--- src/rtl/bcd_serial_subtractor_if.sv ---
// Handshake and operand/result bundle for the digit-serial BCD subtractor.
interface bcd_serial_subtractor_if #(
   parameter int unsigned DIGITS = 4
);
   logic                  start;
   logic [4*DIGITS-1:0]   a;
   logic [4*DIGITS-1:0]   b;
   logic                  bin;
   logic                  busy;
   logic                  done;
   logic [4*DIGITS-1:0]   diff;
   logic                  bout;
   logic                  invalid;

   modport master (
      output start, a, b, bin,
      input  busy, done, diff, bout, invalid
   );

   modport slave (
      input  start, a, b, bin,
      output busy, done, diff, bout, invalid
   );
endinterface

--- src/rtl/bcd_serial_subtractor.sv ---
// Digit-serial BCD subtractor: A - B - bin, one digit per clock, LSD first.
// Optional non-BCD digit detection enabled by BCD_SUB_INVALID_CHECK_EN.
module bcd_serial_subtractor #(
   parameter int unsigned DIGITS = 4
) (
   input  logic                    clk,
   input  logic                    rst_n,
   bcd_serial_subtractor_if.slave  bus
);
   localparam int unsigned W = 4 * DIGITS;

   typedef enum logic [1:0] {StIdle, StRun, StDone} state_e;

   state_e         state_q, state_d;
   logic [W-1:0]   a_q, a_d, b_q, b_d;
   logic [W-1:0]   res_q, res_d, diff_q, diff_d;
   logic           brw_q, brw_d, bout_q, bout_d;
   logic [4:0]     idx_q, idx_d;
   logic [4:0]     sub;
   logic [3:0]     dig;
   logic           brw_new;
`ifdef BCD_SUB_INVALID_CHECK_EN
   logic           inv_q, inv_d, invalid_q, invalid_d;
`endif

   // Operand registers shift right so the current digit is always at [3:0].
   always_comb begin
      sub     = {1'b0, a_q[3:0]} - {1'b0, b_q[3:0]} - {4'b0000, brw_q};
      brw_new = sub[4];
      dig     = sub[4] ? (sub[3:0] + 4'd10) : sub[3:0];
   end

   always_comb begin
      state_d = state_q;
      a_d     = a_q;
      b_d     = b_q;
      res_d   = res_q;
      diff_d  = diff_q;
      brw_d   = brw_q;
      bout_d  = bout_q;
      idx_d   = idx_q;
`ifdef BCD_SUB_INVALID_CHECK_EN
      inv_d     = inv_q;
      invalid_d = invalid_q;
`endif
      unique case (state_q)
         StIdle: begin
            if (bus.start) begin
               a_d     = bus.a;
               b_d     = bus.b;
               brw_d   = bus.bin;
               idx_d   = '0;
               res_d   = '0;
`ifdef BCD_SUB_INVALID_CHECK_EN
               inv_d   = 1'b0;
`endif
               state_d = StRun;
            end
         end
         StRun: begin
            a_d   = a_q >> 4;
            b_d   = b_q >> 4;
            res_d = (res_q >> 4) | (W'(dig) << (W - 4));
            brw_d = brw_new;
            idx_d = idx_q + 5'd1;
`ifdef BCD_SUB_INVALID_CHECK_EN
            inv_d = inv_q | (a_q[3:0] > 4'd9) | (b_q[3:0] > 4'd9);
`endif
            if (idx_q == 5'(DIGITS - 1)) begin
               state_d = StDone;
               diff_d  = res_d;
               bout_d  = brw_new;
`ifdef BCD_SUB_INVALID_CHECK_EN
               invalid_d = inv_d;
`endif
            end
         end
         StDone:  state_d = StIdle;
         default: state_d = StIdle;
      endcase
   end

   always_ff @(posedge clk) begin
      if (!rst_n) begin
         state_q <= StIdle;
         a_q     <= '0;
         b_q     <= '0;
         res_q   <= '0;
         diff_q  <= '0;
         brw_q   <= 1'b0;
         bout_q  <= 1'b0;
         idx_q   <= '0;
`ifdef BCD_SUB_INVALID_CHECK_EN
         inv_q     <= 1'b0;
         invalid_q <= 1'b0;
`endif
      end else begin
         state_q <= state_d;
         a_q     <= a_d;
         b_q     <= b_d;
         res_q   <= res_d;
         diff_q  <= diff_d;
         brw_q   <= brw_d;
         bout_q  <= bout_d;
         idx_q   <= idx_d;
`ifdef BCD_SUB_INVALID_CHECK_EN
         inv_q     <= inv_d;
         invalid_q <= invalid_d;
`endif
      end
   end

   assign bus.busy = (state_q != StIdle);
   assign bus.done = (state_q == StDone);
   assign bus.diff = diff_q;
   assign bus.bout = bout_q;
`ifdef BCD_SUB_INVALID_CHECK_EN
   assign bus.invalid = invalid_q;
`else
   assign bus.invalid = 1'b0;
`endif
endmodule
--- src/flat_wrapper.sv ---
// flat-port wrapper written by rule: the top's interface ports become plain ports
module bcd_serial_subtractor_flat 
#(
   parameter int unsigned DIGITS = 4
)
  (clk, rst_n, bus_start, bus_a, bus_b, bus_bin, bus_busy, bus_done, bus_diff, bus_bout, bus_invalid);
  bcd_serial_subtractor_if #(.DIGITS(DIGITS)) bus_i ();
  input  logic clk;
  input  logic rst_n;
  input wire logic [$bits(bus_i.start)-1:0] bus_start;
  input wire logic [$bits(bus_i.a)-1:0] bus_a;
  input wire logic [$bits(bus_i.b)-1:0] bus_b;
  input wire logic [$bits(bus_i.bin)-1:0] bus_bin;
  output wire logic [$bits(bus_i.busy)-1:0] bus_busy;
  output wire logic [$bits(bus_i.done)-1:0] bus_done;
  output wire logic [$bits(bus_i.diff)-1:0] bus_diff;
  output wire logic [$bits(bus_i.bout)-1:0] bus_bout;
  output wire logic [$bits(bus_i.invalid)-1:0] bus_invalid;
  assign bus_i.start = bus_start;
  assign bus_i.a = bus_a;
  assign bus_i.b = bus_b;
  assign bus_i.bin = bus_bin;
  assign bus_busy = bus_i.busy;
  assign bus_done = bus_i.done;
  assign bus_diff = bus_i.diff;
  assign bus_bout = bus_i.bout;
  assign bus_invalid = bus_i.invalid;
  bcd_serial_subtractor #(.DIGITS(DIGITS)) u_core (.clk(clk), .rst_n(rst_n), .bus(bus_i));
endmodule
--- config.mk ---
export PLATFORM = sky130hd
export DESIGN_NAME = bcd_serial_subtractor_flat
export DESIGN_NICKNAME = d
export VERILOG_FILES = /design/src/rtl/bcd_serial_subtractor_if.sv /design/src/rtl/bcd_serial_subtractor.sv /design/src/flat_wrapper.sv
export SDC_FILE = /design/constraint.sdc
export NUM_CORES = 1
export LEC_CHECK = 0
export ABC_AREA = 0
export CAP_MARGIN = 30
export CORE_AREA = 5 5 118 75
export DETAILED_ROUTE_END_ITERATION = 7
export DIE_AREA = 0 0 123 80
export PLACE_DENSITY = 0.77
export SLEW_MARGIN = 20
export SYNTH_ARGS = -nofsm -noshare
export SYNTH_HDL_FRONTEND = slang
export SYNTH_SLANG_ARGS = --single-unit
--- constraint.sdc ---
create_clock -name clk -period 6 [get_ports clk]
set_clock_uncertainty 0.1 [all_clocks]
set_input_delay 1.8 -clock clk [delete_from_list [all_inputs] [get_ports clk]]
set_output_delay 1.8 -clock clk [all_outputs]
set_load 0.02 [all_outputs]
=== Word level (Yosys, flattened, before mapping) ===
Index checks and enable logic that the tools add are counted.

* Flip-flop bits (word level): 73
* Logic and storage cells: 38

* Mux-type cells: 14
* $add $sub $neg: 4
* Equal/unequal tests: 5
* Reduce and logical (&&, ||, !) cells: 6
* Bitwise operators: 1

{| class="wikitable"
|+ Operators by type and width
! operator !! number
|-
| $pmux W16 S2 || 3
|-
| $mux W16 || 3
|-
| $or A12 B16 Y16 || 1
|-
| $pmux W5 S2 || 1
|-
| $reduce_and A2 Y1 || 3
|-
| $add A5 B1 Y5 const B || 1
|-
| $eq A5 B2 Y1 const B || 1
|-
| $mux W5 || 1
|-
| $sub A4 B4 Y5 || 1
|-
| $sub A5 B1 Y5 || 1
|-
| $add A4 B4 Y4 const B || 1
|-
| $mux W2 || 2
|-
| $mux W4 || 1
|-
| $pmux W2 S2 || 1
|-
| $reduce_bool A2 Y1 || 2
|-
| $eq A2 B1 Y1 const B || 1
|-
| $eq A2 B2 Y1 const B || 1
|-
| $logic_not A2 Y1 || 1
|-
| $ne A2 B1 Y1 const B || 1
|-
| $ne A2 B2 Y1 const B || 1
|-
| $pmux W1 S2 || 1
|-
| $mux W1 || 1
|}

=== Depth between registers and ports, before layout ===
* Depth in word-level cells: 6
* Mapped depth: 10

=== Worst setup path after synthesis ===
Ideal clock, no wire load.

* Path type: reg-to-output
* Start: register u_core.state_q[1]
* End: output port bus_done
* Path buffers: 2
* Stages on the path, launching flop included: 4
* Data required time: 4100 ps
* Data arrival time: 1098 ps
* Path slack: 3002 ps
* Cells stage by stage: dfxtp_1 -> buf_4 -> clkbuf_1 -> nor2b_1

* Cells in the longest elaborated chain, start to end: 1

{| class="wikitable"
|+ RTL lines
! element !! line !! source
|-
| start, declared || bcd_serial_subtractor.sv:14 || <nowiki>state_e state_q, state_d;</nowiki>
|-
| start signal, assigned || bcd_serial_subtractor.sv:85 || <nowiki>state_q <= StIdle;</nowiki>
|-
| start signal, assigned || bcd_serial_subtractor.sv:98 || <nowiki>state_q <= state_d;</nowiki>
|-
| $eq A2 B2 Y1 || bcd_serial_subtractor.sv:114 || <nowiki>assign bus.done = (state_q == StDone);</nowiki>
|-
| end, declared || flat_wrapper.sv:15 || <nowiki>output wire logic [$bits(bus_i.done)-1:0] bus_done;</nowiki>
|}

Every way passes these cells.

=== Worst setup path in the final report ===
* Start: register u_core.state_q[1]
* End: output port bus_busy

* Cells in the longest elaborated chain, start to end: 1

{| class="wikitable"
|+ RTL lines
! element !! line !! source
|-
| $reduce_bool A2 Y1 || bcd_serial_subtractor.sv:113 || <nowiki>assign bus.busy = (state_q != StIdle);</nowiki>
|-
| end, declared || flat_wrapper.sv:14 || <nowiki>output wire logic [$bits(bus_i.busy)-1:0] bus_busy;</nowiki>
|}

Every way passes these cells.

==> run metrics <==
Crit-path slowest cell dfxtp_1; Clock Tree Root clkbuf_16; # nets final approximately 430; Synth Warn # 0; PortBufs 54; clk_lat worst skew about 0.33 ns; status completed; Pwr Density between 300 and 400 nW/um^2; CTS max path bufs 2; WL per Instance roughly 14 um; final wirelength about 6900 um; post-cts resize count 0; share of layout cells above drive strength 1 0.112; wire length on met1 3320 um; ys async rst share 0; worst r2r src u_core.brw_q; Crit path largest cell delay approximately 0.8 ns; Sw Ratio 0.276; min-delay src u_core.a_q[4]; DR vias about 2500; Startpoint Class flip-flop; clock power share 0.413; Slew Limit Fails 0; class of the worst hold path reg -> reg; net count after synthesis around 380; RSZ-0062 raised after global routing no; post-synth top area share 0.444; most frequent cells in the layout dfxtp_1 (69), clkdlybuf4s50_1 (54), nand2_1 (51); clock-pin slew on the worst setup and hold paths 0.06 ns; final setup fails 0; cell total after placement about 480; Seq pwr share 0.395; ANT nets after route 0; Non-Filler Instances 492; CTS tree built; setup TNS 0 ns; Vias/cell about 5.0; Yosys cell types 44; most common cell after layout, fill and taps aside dfxtp_1; final hold vios 0; H-tree Lvls 3; Worst EP arrival around 2 ns; EDFF count, synth 0; CTS Hold Bufs 0; met3 WL post-DR about 520 um; largest area contributor in the netlist dfxtp_1; cts bufs inserted 9; Core Area ~7700 um^2; Routed met2 length ~3000 um; NetSw approximately 0.35 mW; num ports 56; Slew headroom 0.508; Fmax 0.254 GHz; die height approximately 80 um; share of the clock period used by the worst path 0.656; DRT iter0 DRCs ~190; initial antenna violation count 0; GRT Util Overall 0.150; Tmin final 3.93 ns; Critical Path Start u_core.state_q[1]; Initial Utilization 0.406; first-pass GRT wire length ~12000 um; First-pass DRT Iterations 4; Leak Pwr about 1.6 nW; combinational share of power 0.192; Synth Instances 337; P&R area growth vs syn 27.3%; CP cell instances nor2_1 > inv_1 > clkdlybuf4s50_1; largest net degree at the start of global routing 36; register area share after synthesis 0.444; critical path class reg -> out; Mapped Area a little over 3000 um^2; CP required slightly above 4 ns; syn_area_per_cell 9.23 um^2; CP Capture Type output pin; Die Area 9840 um^2; Worst Max-Slew Pin Slew about 0.74 ns; Detailed Place HPWL approximately 5000 um; n_diodes 0; #FFs+latches synth just under 70; Post-CTS Setup Bufs 0; Critical Path Fanout Max 20; clock sinks 69; placement row count 25; max_cap viols 0; cell-internal power 0.932 mW; Worst VDD drop between 0.1 and 0.15 mV; ranking of synthesized cells by area dfxtp_1 (44%), nand2_1 (6.2%), a22o_1 (5.1%); Die Wd 123 um; Worst Path Buf+Inv 2; routability-driven placement congestion ratio roughly 0.77; Remaining Overflow, GRT 0; Top Metal Used met4; DRC viols 0; Main synth FF type dfxtp_1; vias in the first global route 2358; Top Family by Delay on Critical Path flip-flops
area by class of cell:
| type | instances | area, um^2 |
|---|---|---|
| clock buffers | 9 | 225 |
| clock inverters | 7 | 81.3 |
| fillers | 711 | 3700 |
| inverters | 15 | 56.3 |
| multi-input cells | 227 | 1520 |
| flip-flops and latches | 69 | 1380 |
| well taps | 108 | 135 |
| repair buffers | 57 | 563 |
cells in the mapped netlist (2+ instances only):
master	number
buf_2	10
inv_1	15
and2_1	2
o21ai_1	5
a22oi_1	5
a21boi_1	12
nor2_1	23
nand4_1	2
o21a_1	2
and3_1	3
ha_1	8
buf_6	3
o221a_2	13
a21oi_1	20
nand2_1	51
nor3_2	2
fa_1	2
dfxtp_1	69
mux2i_1	7
nand2b_1	2
clkbuf_1	7
xnor2_1	3
o22ai_1	2
o211a_1	6
o21ai_0	9
a22o_1	18
buf_4	6
nor2b_1	14
flip-flops by register name (all words and copies together) (netlist names):
signal,flops
u_core.state_q,2
u_core.bus.bout,1
u_core.brw_q,1
u_core.idx_q,5
u_core.res_q,12
u_core.b_q,16
u_core.a_q,16
u_core.bus.diff,16
worst reg2reg max path, delay by kind of cell, from the launching register on:
family	cells	cell delay, ns
fa+ha+maj	3	1.19
compound gates	3	0.48
flops	1	0.34
buf+inv	1	0.07
mux	1	0.16
simple gates	2	0.44
kinds of logic (layout without fill, tap and decap cells):
kind of cell    count (synthesis)  count (layout)  synth area share
simple gates                  110             110             0.173
compound gates                 95              95             0.235
flops                          69              69             0.444
buf+inv                        41              88            0.0680
fa+ha+maj                      10              10            0.0451
mux                             7               7            0.0225
xor+xnor                        4               4            0.0113
other cells                     1               1           0.00121
path summary, 6_finish.rpt:
path / end / slack (ns) / cells past startpoint
worst max register to register: u_core.res_q[14] / 3.09 / 10
worst min-delay path: u_core.a_q[0] / 0.33 / 2
worst min register to register: u_core.a_q[0] / 0.33 / 2
worst max-delay path: bus_busy / 2.07 / 3
metal layers:
metal  vias up  track usage
met4         0       0.0431
met3         9       0.0637
met2        74        0.211
met5         -            0
li1       1250            -
met1      1121        0.208
metrics by stage:
stage          worst slack (ns)  utilization  area, um^2  power (mW)  hold slack [ns]
2_1_floorplan              3.00            -        3110       0.698            0.316
3_3_place_gp               1.90        0.477        3650       0.751            0.328
3_5_place_dp               1.84        0.477        3650       0.765            0.329
4_1_cts                    2.04        0.517        3960        1.30            0.332
5_1_grt                    1.98        0.517        3960        1.36            0.347
6_report                   2.07        0.517        3960        1.29            0.329
power by group through the flow:
| stage | clock network [mW] | logic [mW] | registers [mW] |
|---|---|---|---|
| 3_3_place_gp | 0 | 0.234 | 0.517 |
| 5_1_grt | 0.570 | 0.274 | 0.513 |
| 2_1_floorplan | 0 | 0.186 | 0.512 |
| 3_5_place_dp | 0 | 0.246 | 0.519 |
| 6_report | 0.531 | 0.247 | 0.509 |
| 4_1_cts | 0.544 | 0.247 | 0.509 |
Note: power is estimated with default switching activity, not from simulation.
